$ cat src/rtl/mem_arb_pkg.sv
// Shared types and constants for the memory bus arbiter.
package mem_arb_pkg;

    typedef enum logic {
        ARB_IDLE = 1'b0,
        ARB_BUSY = 1'b1
    } arb_state_e;

    localparam logic [31:0] ARB_TIMEOUT_RDATA   = 32'hFFFF_FFFF;
    localparam int          ARB_DEFAULT_TIMEOUT = 255;

    // Watchdog counter is at least 8 bits, wider only if the timeout needs it.
    function automatic int arb_cnt_width(input int timeout);
        int w;
        w = $clog2(timeout + 1);
        return (w > 8) ? w : 8;
    endfunction

endpackage

$ cat src/rtl/rr_pick.sv
// Combinational round-robin selector: search starts just after the last winner.
module rr_pick #(
    parameter int NUM_REQ = 2
) (
    input  logic [NUM_REQ-1:0]         req,
    input  logic [$clog2(NUM_REQ)-1:0] last,
    output logic [NUM_REQ-1:0]         gnt,
    output logic                       any
);

    localparam int IDX_W = $clog2(NUM_REQ);

    logic             found;
    logic [IDX_W-1:0] idx;

    always_comb begin
        gnt   = '0;
        found = 1'b0;
        idx   = '0;
        for (int k = 1; k <= NUM_REQ; k++) begin
            idx = IDX_W'((int'(last) + k) % NUM_REQ);
            if (!found && req[idx]) begin
                gnt[idx] = 1'b1;
                found    = 1'b1;
            end
        end
    end

    assign any = |req;

endmodule

$ cat src/rtl/mem_bus_arbiter.sv
// Round-robin arbiter sharing one native memory bus between NUM_MASTERS
// requesters, with a bus-timeout watchdog that force-completes hung transfers.
module mem_bus_arbiter
    import mem_arb_pkg::*;
#(
    parameter int NUM_MASTERS    = 2,
    parameter int TIMEOUT_CYCLES = ARB_DEFAULT_TIMEOUT
) (
    input  logic                      clk,
    input  logic                      resetn,
    input  logic [NUM_MASTERS-1:0]    m_valid,
    input  logic [NUM_MASTERS*32-1:0] m_addr,
    input  logic [NUM_MASTERS*32-1:0] m_wdata,
    input  logic [NUM_MASTERS*4-1:0]  m_wstrb,
    output logic [NUM_MASTERS-1:0]    m_ready,
    output logic [31:0]               m_rdata,
    output logic                      s_valid,
    output logic [31:0]               s_addr,
    output logic [31:0]               s_wdata,
    output logic [3:0]                s_wstrb,
    input  logic                      s_ready,
    input  logic [31:0]               s_rdata,
    output logic [NUM_MASTERS-1:0]    grant,
    input  logic                      err_clr,
    output logic                      bus_err,
    output logic [31:0]               err_addr
);

    localparam int               IDX_W   = $clog2(NUM_MASTERS);
    localparam int               CNT_W   = arb_cnt_width(TIMEOUT_CYCLES);
    localparam bit               TO_EN   = (TIMEOUT_CYCLES != 0);
    localparam logic [CNT_W-1:0] TO_LAST = CNT_W'(TIMEOUT_CYCLES - 1);

    arb_state_e             state_q, state_d;
    logic [NUM_MASTERS-1:0] grant_q, grant_d;
    logic [IDX_W-1:0]       last_q, last_d;
    logic [CNT_W-1:0]       cnt_q, cnt_d;
    logic                   bus_err_q, bus_err_d;
    logic [31:0]            err_addr_q, err_addr_d;

    logic [NUM_MASTERS-1:0] pick_gnt;
    logic                   pick_any;
    logic [IDX_W-1:0]       grant_idx;
    logic                   busy;
    logic                   timeout_hit;
    logic                   done;

    rr_pick #(
        .NUM_REQ (NUM_MASTERS)
    ) u_rr_pick (
        .req  (m_valid),
        .last (last_q),
        .gnt  (pick_gnt),
        .any  (pick_any)
    );

    always_comb begin
        grant_idx = '0;
        for (int i = 0; i < NUM_MASTERS; i++) begin
            if (grant_q[i]) grant_idx = IDX_W'(i);
        end
    end

    // OR-mux on the registered one-hot grant; all zero while nobody owns the bus.
    always_comb begin
        s_addr  = '0;
        s_wdata = '0;
        s_wstrb = '0;
        for (int i = 0; i < NUM_MASTERS; i++) begin
            if (grant_q[i]) begin
                s_addr  = s_addr  | m_addr[32*i +: 32];
                s_wdata = s_wdata | m_wdata[32*i +: 32];
                s_wstrb = s_wstrb | m_wstrb[4*i +: 4];
            end
        end
    end

    // A real s_ready on the timeout cycle takes precedence over the watchdog.
    assign busy        = (state_q == ARB_BUSY);
    assign timeout_hit = TO_EN && busy && !s_ready && (cnt_q == TO_LAST);
    assign done        = busy && (s_ready || timeout_hit);

    assign s_valid = busy;
    assign m_ready = (done && resetn) ? grant_q : '0;
    assign m_rdata = timeout_hit ? ARB_TIMEOUT_RDATA : s_rdata;

    always_comb begin
        state_d    = state_q;
        grant_d    = grant_q;
        last_d     = last_q;
        cnt_d      = cnt_q;
        bus_err_d  = bus_err_q & ~err_clr;
        err_addr_d = err_addr_q;
        case (state_q)
            ARB_IDLE: begin
                cnt_d = '0;
                if (pick_any) begin
                    grant_d = pick_gnt;
                    state_d = ARB_BUSY;
                end
            end
            ARB_BUSY: begin
                if (done) begin
                    state_d = ARB_IDLE;
                    grant_d = '0;
                    last_d  = grant_idx;
                    cnt_d   = '0;
                    if (timeout_hit) begin
                        bus_err_d  = 1'b1;
                        err_addr_d = s_addr;
                    end
                end else if (cnt_q != '1) begin
                    cnt_d = cnt_q + 1'b1;
                end
            end
            default: begin
                state_d = ARB_IDLE;
                grant_d = '0;
            end
        endcase
    end

    always_ff @(posedge clk) begin
        if (!resetn) begin
            state_q    <= ARB_IDLE;
            grant_q    <= '0;
            last_q     <= IDX_W'(NUM_MASTERS - 1);
            cnt_q      <= '0;
            bus_err_q  <= 1'b0;
            err_addr_q <= '0;
        end else begin
            state_q    <= state_d;
            grant_q    <= grant_d;
            last_q     <= last_d;
            cnt_q      <= cnt_d;
            bus_err_q  <= bus_err_d;
            err_addr_q <= err_addr_d;
        end
    end

    assign grant    = grant_q;
    assign bus_err  = bus_err_q;
    assign err_addr = err_addr_q;

endmodule

$ cat config.mk
export PLATFORM = sky130hd
export DESIGN_NAME = mem_bus_arbiter
export DESIGN_NICKNAME = d
export VERILOG_FILES = /design/src/rtl/mem_arb_pkg.sv /design/src/rtl/rr_pick.sv /design/src/rtl/mem_bus_arbiter.sv
export SDC_FILE = /design/constraint.sdc
export NUM_CORES = 1
export LEC_CHECK = 0
export BUFFER_PORTS_ARGS = -buffer_cell sky130_fd_sc_hd__buf_2
export CORE_AREA = 2 2 122 124
export DETAILED_ROUTE_END_ITERATION = 10
export DIE_AREA = 0 0 124 126
export PLACE_DENSITY = 0.49
export RECOVER_POWER = 50
export SLEW_MARGIN = 20
export SYNTH_ARGS = -nofsm -noshare
export SYNTH_HDL_FRONTEND = slang
export SYNTH_HIERARCHICAL = 1
export SYNTH_SLANG_ARGS = --single-unit
export TNS_END_PERCENT = 30
$ cat constraint.sdc
create_clock -name clk -period 2.3 [get_ports clk]
set_clock_uncertainty 0.1 [all_clocks]
set_input_delay 0.345 -clock clk [delete_from_list [all_inputs] [get_ports clk]]
set_output_delay 0.345 -clock clk [all_outputs]
set_load 0.02 [all_outputs]
After elaboration in Yosys (flattened, before gate mapping)
Cells that the tools add are included.

Register bits: 45. Bits in latches: 0. Memory bits (writable): 0. Bits in read-only memories: 0. Word-level logic and storage cells: 71. Memories kept: 0.

Add/sub/neg operators: 3. Multiply operators: 0. Divide/modulo/power cells: 0. Magnitude comparators: 4. Eq/ne operators: 5. Shift-type cells: 0. Muxes and demuxes: 32. Bitwise operators: 7. Reductions and logical operators: 14.

Operators by type and width (number): 32-bit two-way mux (5); 32-bit bitwise OR (2); 8-bit two-way mux (2); 8-bit case mux with 2 select lines (1); 1-bit two-way mux (13); 2-bit two-way mux (5); 8-bit by 1-bit adder with 8-bit output (second input constant) (1); 8-bit == test (second input constant) (1); 4-bit two-way mux (2); 8-bit != test (second input constant) (1); 1-bit logical AND (7); 1-bit by 2-bit < comparator with 1-bit output (second input constant) (2); 4-bit bitwise OR (1); 2-bit case mux with 2 select lines (1); 2-bit AND reduction (2); 3-bit by 1-bit != test with 1-bit output (second input constant) (1); 3-bit AND reduction (1); 1-bit adder (second input constant) (2); 1-bit demux with 1-bit select (2); 1-bit >= comparator (second input constant) (2); 1-bit logical NOT (2); 2-bit by 1-bit != test with 1-bit output (second input constant) (1); 2-bit != test (second input constant) (1); 1-bit inverter (2); 5 further kinds (5).

Logic depth before layout (Yosys ltp)
Depth in word-level cells: 10. Depth in mapped cells: 7. Depth with buffers taken out: 5.

Hierarchy
The synthesis kept the hierarchy.

Modules (own cells, without submodules): mem_bus_arbiter (times used 1, cells an instance 337, area an instance 2859.0 µm²); rr_pick (times used 1, cells an instance 4, area an instance 25.0 µm²).

Least setup slack after synthesis
No wires, ideal clock.

Kind: register to output. Start: reg grant_q[0], in the netlist grant[0]. End: out s_wdata[10]. Arrival: 1.515 ns. Data required time: 1.855 ns. Path slack: 0.340 ns. Cell stages (with the launch flop): 5. Path buffers: 3. Cells stage by stage: dfxtp_1 clkbuf_1 clkbuf_1 clkbuf_1 a22o_1.

Longest elaborated chain between the ends: 3.

RTL lines: start: declaration (RTL line mem_bus_arbiter.sv:35) `logic [NUM_MASTERS-1:0] grant_q, grant_d;`; start signal: assignment (RTL line mem_bus_arbiter.sv:133) `grant_q <= grant_d;`; 32-bit two-way mux (*) (RTL line mem_bus_arbiter.sv:70) `if (grant_q[i]) begin`; 32-bit bitwise OR (RTL line mem_bus_arbiter.sv:72) `s_wdata = s_wdata | m_wdata[32*i +: 32];`; 32-bit two-way mux (*) (RTL line mem_bus_arbiter.sv:70); end: declaration (RTL line mem_bus_arbiter.sv:19) `output logic [31:0] s_wdata,`.

Every way passes the cells marked *; elsewhere a longest branch is shown, timed or not.

Worst setup path in the final report
Start: reg cnt_q[0]. End: out m_rdata[28].

Longest elaborated chain between the ends: 3.

RTL lines: start: declaration (RTL line mem_bus_arbiter.sv:37) `logic [CNT_W-1:0] cnt_q, cnt_d;`; start signal: assignment (RTL line mem_bus_arbiter.sv:135) `cnt_q <= cnt_d;`; 8-bit == test (RTL line mem_bus_arbiter.sv:80) `assign timeout_hit = TO_EN && busy && !s_ready && (cnt_q == TO_LAST);`; 1-bit logical AND (RTL line mem_bus_arbiter.sv:80); 32-bit two-way mux (RTL line mem_bus_arbiter.sv:85) `assign m_rdata = timeout_hit ? ARB_TIMEOUT_RDATA : s_rdata;`; end: declaration (RTL line mem_bus_arbiter.sv:16) `output logic [31:0] m_rdata,`.

No other way between the ends.

==> reports/metrics.csv <==
metric,value,unit
Inserted Diodes,0,
final setup vio count,0,
Post-synth EDFFs,0,
die width,124,microns
H-tree Lvls,2,
GRT Util Overall,14.2,%
Synth warnings,6,
clk buf depth,2,
VDD IR max,0.000271,V
"Req. time, crit path",1.86,ns
TritonCTS Buffers,5,
RSZ-0062 raised after global routing,no,
Net Sw Frac,28.2,%
max_slew headroom,53.9,%
Inst Count DP,811,
routed vias/inst,4.50,
routed length per instance,14.8,microns
worst slew pin tran,0.688,ns
mapped cell area,2880,sq um
CP Data Arrival Time,1.76,ns
Site Rows,44,
Finished Layout Cells,824,
Combinational Power Share,25.7,%
Fin. Hold Viols,0,
setup tns final,0,ns
Synth Instances,341,
Routability Congestion,0.813,
crit path time final,2.21,ns
ANT nets after route,0,
routing usage on met3,2.67,%
grt peak-use layer,met2,
IO Port Bufs,311,
via count,3708,
met2 Use GR,26.9,%
largest net degree at the start of global routing,60,
grt ovf,0,
crit-path max FO,8,
I/O pin count,312,
DRC errors left,0,
vias in the first global route,3447,
initial antenna violation count,1,
First-pass DRT Iterations,4,
Starting Density,20.1,%
cts hold-fix bufs,0,
Cell Int Power,0.00154,W
drt total wl,12200,microns
# fillers,1580,
net switching power,0.000605,W
"Avg Cell Area, Syn",8.46,sq um
Leakage Power,2.27,nW
# nets final,816,
number of synthesized register bits,45,
M1 GR Usage,15.8,%
R2R depth,7,
clock power share,37.1,%
first-pass GRT wire length,17400,microns
Clock transition at path regs,0.06,ns
f_max,453,MHz
die footprint,15600,sq um
"Clk Latency, worst-skew pair",0.28,ns
pwr/cell area,451,nW/um^2
TritonCTS clock tree,done,
Seq pwr share,37.2,%
Crit. End Element,output port,
max-cap viol count,0,
status,finished clean,
register area share after synthesis,31.2,%
1st-iter DRT viols,104,
share of layout cells above drive strength 1,48.6,%
worst setup path class,reg -> out,
max-slew violation count,0,
"FFs w/ async S/R, synth",0,%
HP Class,in -> reg,
Die Y,126,microns
Synthesized Nets,517,
nature of the critical path startpoint,register,
Yosys cell types,33,
final period utilization,96.0,%
core area,14300,sq um
hold depth,3,
Synth-to-Final Area Change,64.9,%
CTS Sinks,45,
Post-DP HPWL,9960,microns
Post-synth top flop,dfxtp_1,
clk root buf,clkbuf_16,
-- sequential cells by signal, summed over array words and instances, names as in the netlist --
signal and cells:
err_addr 32, cnt_q 8, grant 2, bus_err 1
last_q 1, s_valid 1
-- routing by layer --
metal  up-vias  routed length [microns]  share of wire [%]
met2       190                     6310                 52
li1       1831                        -                  -
met5         -                       12              0.098
met1      1668                     4660                 38
met3        17                      954                7.8
met4         2                      282                2.3
-- cells in the final DEF, fill, tap and decap left out, drive strengths merged, types with 4 or more instances in the layout --
cell    count
buf       264
nand2      69
a22o       68
clkbuf     67
dfxtp      45
or2        34
mux2i      33
nor3        9
a21oi       7
inv         5
and3        4
nor2        4
-- metrics by stage --
stage                     area (sq um)  util [%]  power, W  hold slack, ns  setup slack (ns)
after global placement            4580      32.0   0.00136           0.341             0.215
final                             4760      33.2   0.00214           0.278            0.0921
after detailed placement          4580      32.0   0.00137           0.346             0.144
after CTS                         4840      33.8   0.00219           0.273           0.00497
after floorplan                   2880         -   0.00109           0.400             0.340
after global routing              4760      33.2   0.00224           0.283           0.00184
-- synthesized netlist by cell type, drive strengths merged (2+ instances only) --
cell type,number,area share (%)
a211oi,3,0.78
a21boi,2,0.52
a21oi,7,1.2
a22o,68,21
a311oi,2,0.61
a31oi,2,0.43
and3,4,0.87
and4,2,0.61
buf,11,4.0
clkbuf,23,3.0
dfxtp,45,31
ha,2,0.87
inv,5,0.65
mux2i,33,11
nand2,69,9.0
nand3,3,0.52
nand4,3,1.2
nor2,4,0.52
nor2b,3,0.65
nor3,9,1.6
o21ai,2,0.35
or2,34,7.4
-- timing repair --
action,4_1_cts,5_1_grt
gates resized for setup,22,1
pin swaps,1,1
setup endpoints to repair,14,32
buffers inserted,5,0
cloned,1,0
-- path summary, 6_finish.rpt --
check | slack [ns] | start | end
max | 0.09 | cnt_q[0] | m_rdata[28]
min | 0.28 | err_clr | bus_err
max reg2reg | 0.26 | cnt_q[6] | err_addr[8]
min reg2reg | 0.36 | err_addr[23] | err_addr[23]
-- cells by family after synthesis --
family	Yosys count	share of synthesized area (%)
adder cells (fa/ha/maj)	2	0.868
AO/OA/AOI/OAI	90	25.8
AND/OR/NAND/NOR	132	23.0
buffers and inverters	39	7.68
flip-flops	45	31.2
multiplexers	33	11.5
-- worst max-delay path, stage by stage, from the launching register on --
cell	delay, ns
dfxtp_2	0.32
inv_1	0.05
ha_1	0.23
nand3_4	0.11
nor4_4	0.04
buf_4	0.15
buf_6	0.13
or2_2	0.28
buf_4	0.16
-- power by group through the flow --
stage | clock, W | sequential, W | combinational [W]
6_report | 0.000796 | 0.000797 | 0.000551
5_1_grt | 0.000847 | 0.000798 | 0.000597
4_1_cts | 0.000823 | 0.000798 | 0.000565
3_5_place_dp | 0 | 0.000816 | 0.000554
3_3_place_gp | 0 | 0.000815 | 0.000548
2_1_floorplan | 0 | 0.000810 | 0.000280
-- final cells by class --
type                    count  area, sq um  share of cell area, %
clock buffers               5          125                   2.63
clock inverters             2         35.0                  0.737
inverters                   5         18.8                  0.395
multi-input cells         257         1770                   37.3
flip-flops and latches     45          908                   19.1
well taps                 184          230                   4.84
repair buffers            326         1660                   35.0
Power figures use the tool's default switching activity.
